[src/rtl/cursor_nav.sv]
// Minesweeper cursor navigation: turns debounced button pulses into cursor moves
// (wrap or clamp at the grid edges) and reveal requests over a req/ack handshake.
module cursor_nav #(
  parameter int unsigned GRID_W = 8,
  parameter int unsigned GRID_H = 8,
  parameter int unsigned X_BITS = 3,
  parameter int unsigned Y_BITS = 3,
  parameter int unsigned WRAP   = 1
) (
  input  logic              clk,
  input  logic              rst,
  input  logic              up_valid,
  input  logic              down_valid,
  input  logic              left_valid,
  input  logic              right_valid,
  input  logic              center_valid,
  input  logic              enable,
  input  logic              reveal_ack,
  output logic [X_BITS-1:0] cur_x,
  output logic [Y_BITS-1:0] cur_y,
  output logic              moved,
  output logic              reveal_req,
  output logic [X_BITS-1:0] reveal_x,
  output logic [Y_BITS-1:0] reveal_y,
  output logic              busy
);

  localparam logic [X_BITS-1:0] X_MAX = X_BITS'(GRID_W - 1);
  localparam logic [Y_BITS-1:0] Y_MAX = Y_BITS'(GRID_H - 1);
  localparam bit                DO_WRAP = (WRAP != 0);

  typedef enum logic [0:0] {
    IDLE = 1'b0,
    REQ  = 1'b1
  } state_t;

  state_t              state_q, state_d;
  logic [X_BITS-1:0]   cur_x_q, cur_x_d;
  logic [Y_BITS-1:0]   cur_y_q, cur_y_d;
  logic [X_BITS-1:0]   reveal_x_q, reveal_x_d;
  logic [Y_BITS-1:0]   reveal_y_q, reveal_y_d;
  logic                moved_q, moved_d;

  // Next-state: reveal latch, per-axis move with explicit edge compares
  always_comb begin
    state_d    = state_q;
    cur_x_d    = cur_x_q;
    cur_y_d    = cur_y_q;
    reveal_x_d = reveal_x_q;
    reveal_y_d = reveal_y_q;
    moved_d    = 1'b0;

    case (state_q)
      IDLE: begin
        if (enable) begin
          if (center_valid) begin
            reveal_x_d = cur_x_q;
            reveal_y_d = cur_y_q;
            state_d    = REQ;
          end else begin
            if (right_valid && !left_valid) begin
              if (cur_x_q == X_MAX) cur_x_d = DO_WRAP ? '0 : cur_x_q;
              else                  cur_x_d = cur_x_q + X_BITS'(1);
            end else if (left_valid && !right_valid) begin
              if (cur_x_q == '0)    cur_x_d = DO_WRAP ? X_MAX : cur_x_q;
              else                  cur_x_d = cur_x_q - X_BITS'(1);
            end

            if (down_valid && !up_valid) begin
              if (cur_y_q == Y_MAX) cur_y_d = DO_WRAP ? '0 : cur_y_q;
              else                  cur_y_d = cur_y_q + Y_BITS'(1);
            end else if (up_valid && !down_valid) begin
              if (cur_y_q == '0)    cur_y_d = DO_WRAP ? Y_MAX : cur_y_q;
              else                  cur_y_d = cur_y_q - Y_BITS'(1);
            end

            moved_d = (cur_x_d != cur_x_q) || (cur_y_d != cur_y_q);
          end
        end
      end
      REQ: begin
        if (reveal_ack) state_d = IDLE;
      end
      default: state_d = IDLE;
    endcase
  end

  always_ff @(posedge clk) begin
    if (rst) begin
      state_q    <= IDLE;
      cur_x_q    <= '0;
      cur_y_q    <= '0;
      reveal_x_q <= '0;
      reveal_y_q <= '0;
      moved_q    <= 1'b0;
    end else begin
      state_q    <= state_d;
      cur_x_q    <= cur_x_d;
      cur_y_q    <= cur_y_d;
      reveal_x_q <= reveal_x_d;
      reveal_y_q <= reveal_y_d;
      moved_q    <= moved_d;
    end
  end

  assign cur_x      = cur_x_q;
  assign cur_y      = cur_y_q;
  assign moved      = moved_q;
  assign reveal_x   = reveal_x_q;
  assign reveal_y   = reveal_y_q;
  assign reveal_req = (state_q == REQ);
  assign busy       = (state_q == REQ);

endmodule

[config.mk]
export PLATFORM = sky130hd
export DESIGN_NAME = cursor_nav
export DESIGN_NICKNAME = d
export VERILOG_FILES = /design/src/rtl/cursor_nav.sv
export SDC_FILE = /design/constraint.sdc
export NUM_CORES = 1
export LEC_CHECK = 0
export CAP_MARGIN = 5
export CORE_ASPECT_RATIO = 1.1
export CORE_MARGIN = 5
export CORE_UTILIZATION = 35
export DETAILED_ROUTE_END_ITERATION = 7
export GPL_TIMING_DRIVEN = 1
export MAX_ROUTING_LAYER = met4
export PLACE_DENSITY = 0.59
export SLEW_MARGIN = 15
export SYNTH_ARGS = -nofsm -noshare
export SYNTH_HDL_FRONTEND = slang
export SYNTH_SLANG_ARGS = --single-unit
[constraint.sdc]
create_clock -name clk -period 4.5 [get_ports clk]
set_clock_uncertainty 0.1 [all_clocks]
set_input_delay 1.35 -clock clk [delete_from_list [all_inputs] [get_ports clk]]
set_output_delay 1.35 -clock clk [all_outputs]
set_load 0.005 [all_outputs]
==> impl_metrics.prom <==
# TYPE chip_impl_metric gauge
chip_impl_metric{name="total_leakage_power",unit="nW"} 0.447
chip_impl_info{name="yosys_most_used_dff",value="sky130_fd_sc_hd__dfxtp_1"} 1
chip_impl_metric{name="cp.arrival",unit="ns"} 1.35
chip_impl_metric{name="clk_transition_reported_paths",unit="ns"} 0.09
chip_impl_metric{name="clock_sinks",unit=""} 14
chip_impl_metric{name="io_buffer_count",unit=""} 23
chip_impl_metric{name="post-cts-setup-buffers",unit=""} 0
chip_impl_metric{name="average_instance_area_after_synthesis",unit="µm²"} 8.69
chip_impl_metric{name="power.switching_fraction",unit="%"} 31.0
chip_impl_metric{name="detailedRoute.firstPassIterationCount",unit=""} 3
chip_impl_metric{name="p_clk_share",unit="%"} 26.3
chip_impl_metric{name="period_minus_slack",unit="ns"} 2.80
chip_impl_metric{name="vias_in_the_first_global_route",unit=""} 849
chip_impl_info{name="worst_hold_path_type",value="reg -> reg"} 1
chip_impl_metric{name="critPathRequiredTime",unit="ns"} 3.05
chip_impl_metric{name="die_x",unit="µm"} 58.4
chip_impl_metric{name="totalNegativeSetupSlack",unit="ns"} 0
chip_impl_info{name="run_status",value="completed"} 1
chip_impl_metric{name="clk-insertion-delay-late",unit="ns"} 0.28
chip_impl_metric{name="timing.slew.headroom",unit="%"} 61.9
chip_impl_metric{name="drt.antenna.violating_nets",unit=""} 0
chip_impl_metric{name="top_achievable_clock_speed",unit="GHz"} 0.357
chip_impl_metric{name="ir_worst_vdd",unit="mV"} 0.199
chip_impl_metric{name="fin_hold_ws",unit="ns"} 0.399
chip_impl_metric{name="synth_cell_types",unit=""} 34
chip_impl_metric{name="dr.first_iter.drc_count",unit=""} 7
chip_impl_metric{name="worstMarginPinSlew",unit="ns"} 0.570
chip_impl_info{name="critical_path.cell_chain",value="clkdlybuf4s50_1"} 1
chip_impl_metric{name="grt_first_pass_wirelength",unit="µm"} 3780
chip_impl_metric{name="synth_seq_area_share",unit="%"} 31.0
chip_impl_metric{name="gp_routability_congestion",unit=""} 0.776
chip_impl_info{name="critical-path-slowest-cell",value="sky130_fd_sc_hd__clkdlybuf4s50_1"} 1
chip_impl_metric{name="critical_path_buf_inv_count",unit=""} 1
chip_impl_info{name="cp_top_family",value="buffers and inverters"} 1
chip_impl_metric{name="total_wire_length_after_detailed_routing",unit="µm"} 2090
chip_impl_metric{name="report.final.setup_viol",unit=""} 0
chip_impl_metric{name="synthesis.instances",unit=""} 104
chip_impl_metric{name="comb_power_share",unit="%"} 32.7
chip_impl_metric{name="grt_start_max_net_pins",unit=""} 15
chip_impl_info{name="layout_commonest_cell",value="sky130_fd_sc_hd__clkdlybuf4s50_1"} 1
chip_impl_metric{name="placeableCoreArea",unit="µm²"} 2500
chip_impl_info{name="rsz0062_at_grt",value="no"} 1
chip_impl_metric{name="asyncSetResetFlopFracSynth",unit="%"} 0
chip_impl_metric{name="critical_path.max_fanout",unit=""} 9
chip_impl_info{name="criticalPathCategory",value="reg -> out"} 1
chip_impl_metric{name="cap_violations",unit=""} 0
chip_impl_metric{name="cell_internal_pwr",unit="mW"} 0.243
chip_impl_metric{name="final_net_count",unit=""} 145
chip_impl_metric{name="netlist_area",unit="µm²"} 903
chip_impl_info{name="type_of_origin_of_the_critical_path",value="flop"} 1
chip_impl_metric{name="die_h",unit="µm"} 63.3
chip_impl_metric{name="die_area",unit="µm²"} 3700
chip_impl_metric{name="synth_fp_nets",unit=""} 121
chip_impl_metric{name="critPathMaxStageDelay",unit="ns"} 0.57
chip_impl_metric{name="synth-seq-cells",unit=""} 14
chip_impl_metric{name="grt.total_usage",unit="%"} 13.1
chip_impl_metric{name="final_hold_viol_count",unit=""} 0
chip_impl_info{name="tritoncts",value="yes"} 1
chip_impl_metric{name="htree_num_levels",unit=""} 1
chip_impl_metric{name="total_clock_buffers_created_by_cts",unit=""} 3
chip_impl_metric{name="drcViolationCount",unit=""} 0
chip_impl_metric{name="cts_repair_resize_count",unit=""} 0
chip_impl_info{name="clockRootBuffer",value="sky130_fd_sc_hd__clkbuf_4"} 1
chip_impl_metric{name="top_level_ports",unit=""} 24
chip_impl_metric{name="number_of_enable_type_register_cells_in_the_synthesized_netlist",unit=""} 0
chip_impl_metric{name="grt_remaining_overflow",unit=""} 0
chip_impl_metric{name="place_hpwl",unit="µm"} 1610
chip_impl_metric{name="vias",unit=""} 818
chip_impl_metric{name="grt_antenna_before_repair",unit=""} 0
chip_impl_metric{name="cellPowerDensity",unit="nW/µm²"} 297
chip_impl_info{name="mostFrequentLayoutCells",value="sky130_fd_sc_hd__clkdlybuf4s50_1, sky130_fd_sc_hd__nor2_1, sky130_fd_sc_hd__dfxtp_1"} 1
chip_impl_metric{name="routed_wire_length_per_instance",unit="µm"} 13.2
chip_impl_metric{name="clock_tree.buffer_depth",unit=""} 2
chip_impl_metric{name="initial_core_util",unit="%"} 36.2
chip_impl_metric{name="row_count",unit=""} 19
chip_impl_metric{name="drv_slew",unit=""} 0
chip_impl_metric{name="ratio_of_cells_with_drive_above_1_in_the_final_layout",unit="%"} 8.66
chip_impl_metric{name="ys.warnings.count",unit=""} 0
chip_impl_metric{name="finalCritPeriodShare",unit="%"} 62.2
chip_impl_metric{name="diodes",unit=""} 0
chip_impl_metric{name="cts.hold.buffers_added",unit=""} 0
chip_impl_info{name="endpoint_type_of_the_worst_setup_path",value="primary output"} 1
chip_impl_metric{name="pwr-share-seq",unit="%"} 41.0
chip_impl_metric{name="power.switching",unit="mW"} 0.109
chip_impl_metric{name="layout-area-overhead-vs-synth",unit="%"} 31.4
chip_impl_metric{name="route.detailed.vias_per_inst",unit=""} 5.18
[cells by family after synthesis]
logic type	synth area share, %
xor+xnor	2.91
simple gates	23.7
flops	31.0
mux	4.43
buf+inv	4.02
compound gates	22.9
fa+ha+maj	11.1
[state kept, by name, indices dropped and copies added (netlist names)]
signal    cells
busy          1
reveal_x      3
reveal_y      3
cur_x         3
cur_y         3
moved         1
[through the flow]
step           std cells  worst slack, ns  util [%]  cell area [µm²]  power (mW)
6_report             158             1.70      47.6             1190       0.352
4_1_cts              158             1.67      47.6             1190       0.356
5_1_grt              158             1.60      47.6             1190       0.380
2_1_floorplan        104             2.15         -              903       0.222
3_5_place_dp         154             1.54      46.1             1150       0.263
3_3_place_gp         154             1.56      46.1             1150       0.260
[layer usage]
layer	wire, µm	vias to the layer above	GRT usage, %
met5	0	-	-
met4	44	0	5.22
met3	73	6	2.86
met2	989	17	20.9
met1	984	375	15.6
li1	-	420	-
[tightest hold or removal path, delay by kind of cell, from the launching register on]
kind,cells,cell delay [ns]
compound gates,1,0.06
flops,1,0.34
simple gates,1,0.07
[path summary, 6_finish.rpt]
path	end	startpoint	slack (ns)	cells after the start
worst min register to register	reveal_x[0]	reveal_x[0]	0.40	2
worst max register to register	moved	cur_x[1]	2.60	6
worst min-delay path	reveal_x[0]	reveal_x[0]	0.40	2
worst max-delay path	cur_y[2]	cur_y[2]	1.70	1
[layout make-up]
cell class                      count  area [µm²]
Inverter                            4        15.0
Tap cell                           31        38.8
Fill cell                         256        1310
Multi-Input combinational cell     82         587
Timing Repair Buffer               23         230
Sequential cell                    14         280
Clock buffer                        4        36.3
[power groups by stage]
| stage | Sequential, mW | Combinational [mW] | Clock, mW |
|---|---|---|---|
| CTS | 0.145 | 0.116 | 0.0957 |
| finish | 0.144 | 0.115 | 0.0927 |
| global placement | 0.147 | 0.113 | 0 |
| detailed placement | 0.148 | 0.115 | 0 |
| floorplan | 0.146 | 0.0762 | 0 |
| global route | 0.147 | 0.130 | 0.103 |
[synth_stat cells (2+ instances only)]
| library cell | n | area (µm²) |
|---|---|---|
| sky130_fd_sc_hd__a21oi_1 | 10 | 50.1 |
| sky130_fd_sc_hd__nor2_1 | 15 | 56.3 |
| sky130_fd_sc_hd__nand3b_1 | 2 | 15.0 |
| sky130_fd_sc_hd__dfxtp_1 | 14 | 280 |
| sky130_fd_sc_hd__ha_1 | 8 | 100 |
| sky130_fd_sc_hd__mux2i_1 | 4 | 40.0 |
| sky130_fd_sc_hd__a31oi_1 | 3 | 18.8 |
| sky130_fd_sc_hd__xnor2_1 | 3 | 26.3 |
| sky130_fd_sc_hd__nand2b_1 | 4 | 25.0 |
| sky130_fd_sc_hd__a211oi_1 | 2 | 15.0 |
| sky130_fd_sc_hd__o21ai_0 | 5 | 25.0 |
| sky130_fd_sc_hd__inv_1 | 4 | 15.0 |
| sky130_fd_sc_hd__buf_2 | 2 | 10.0 |
| sky130_fd_sc_hd__nor2b_1 | 3 | 18.8 |
| sky130_fd_sc_hd__o211ai_1 | 2 | 15.0 |
| sky130_fd_sc_hd__nor3_1 | 3 | 15.0 |
| sky130_fd_sc_hd__or2b_1 | 3 | 22.5 |
(Power assumes the default switching activity.)
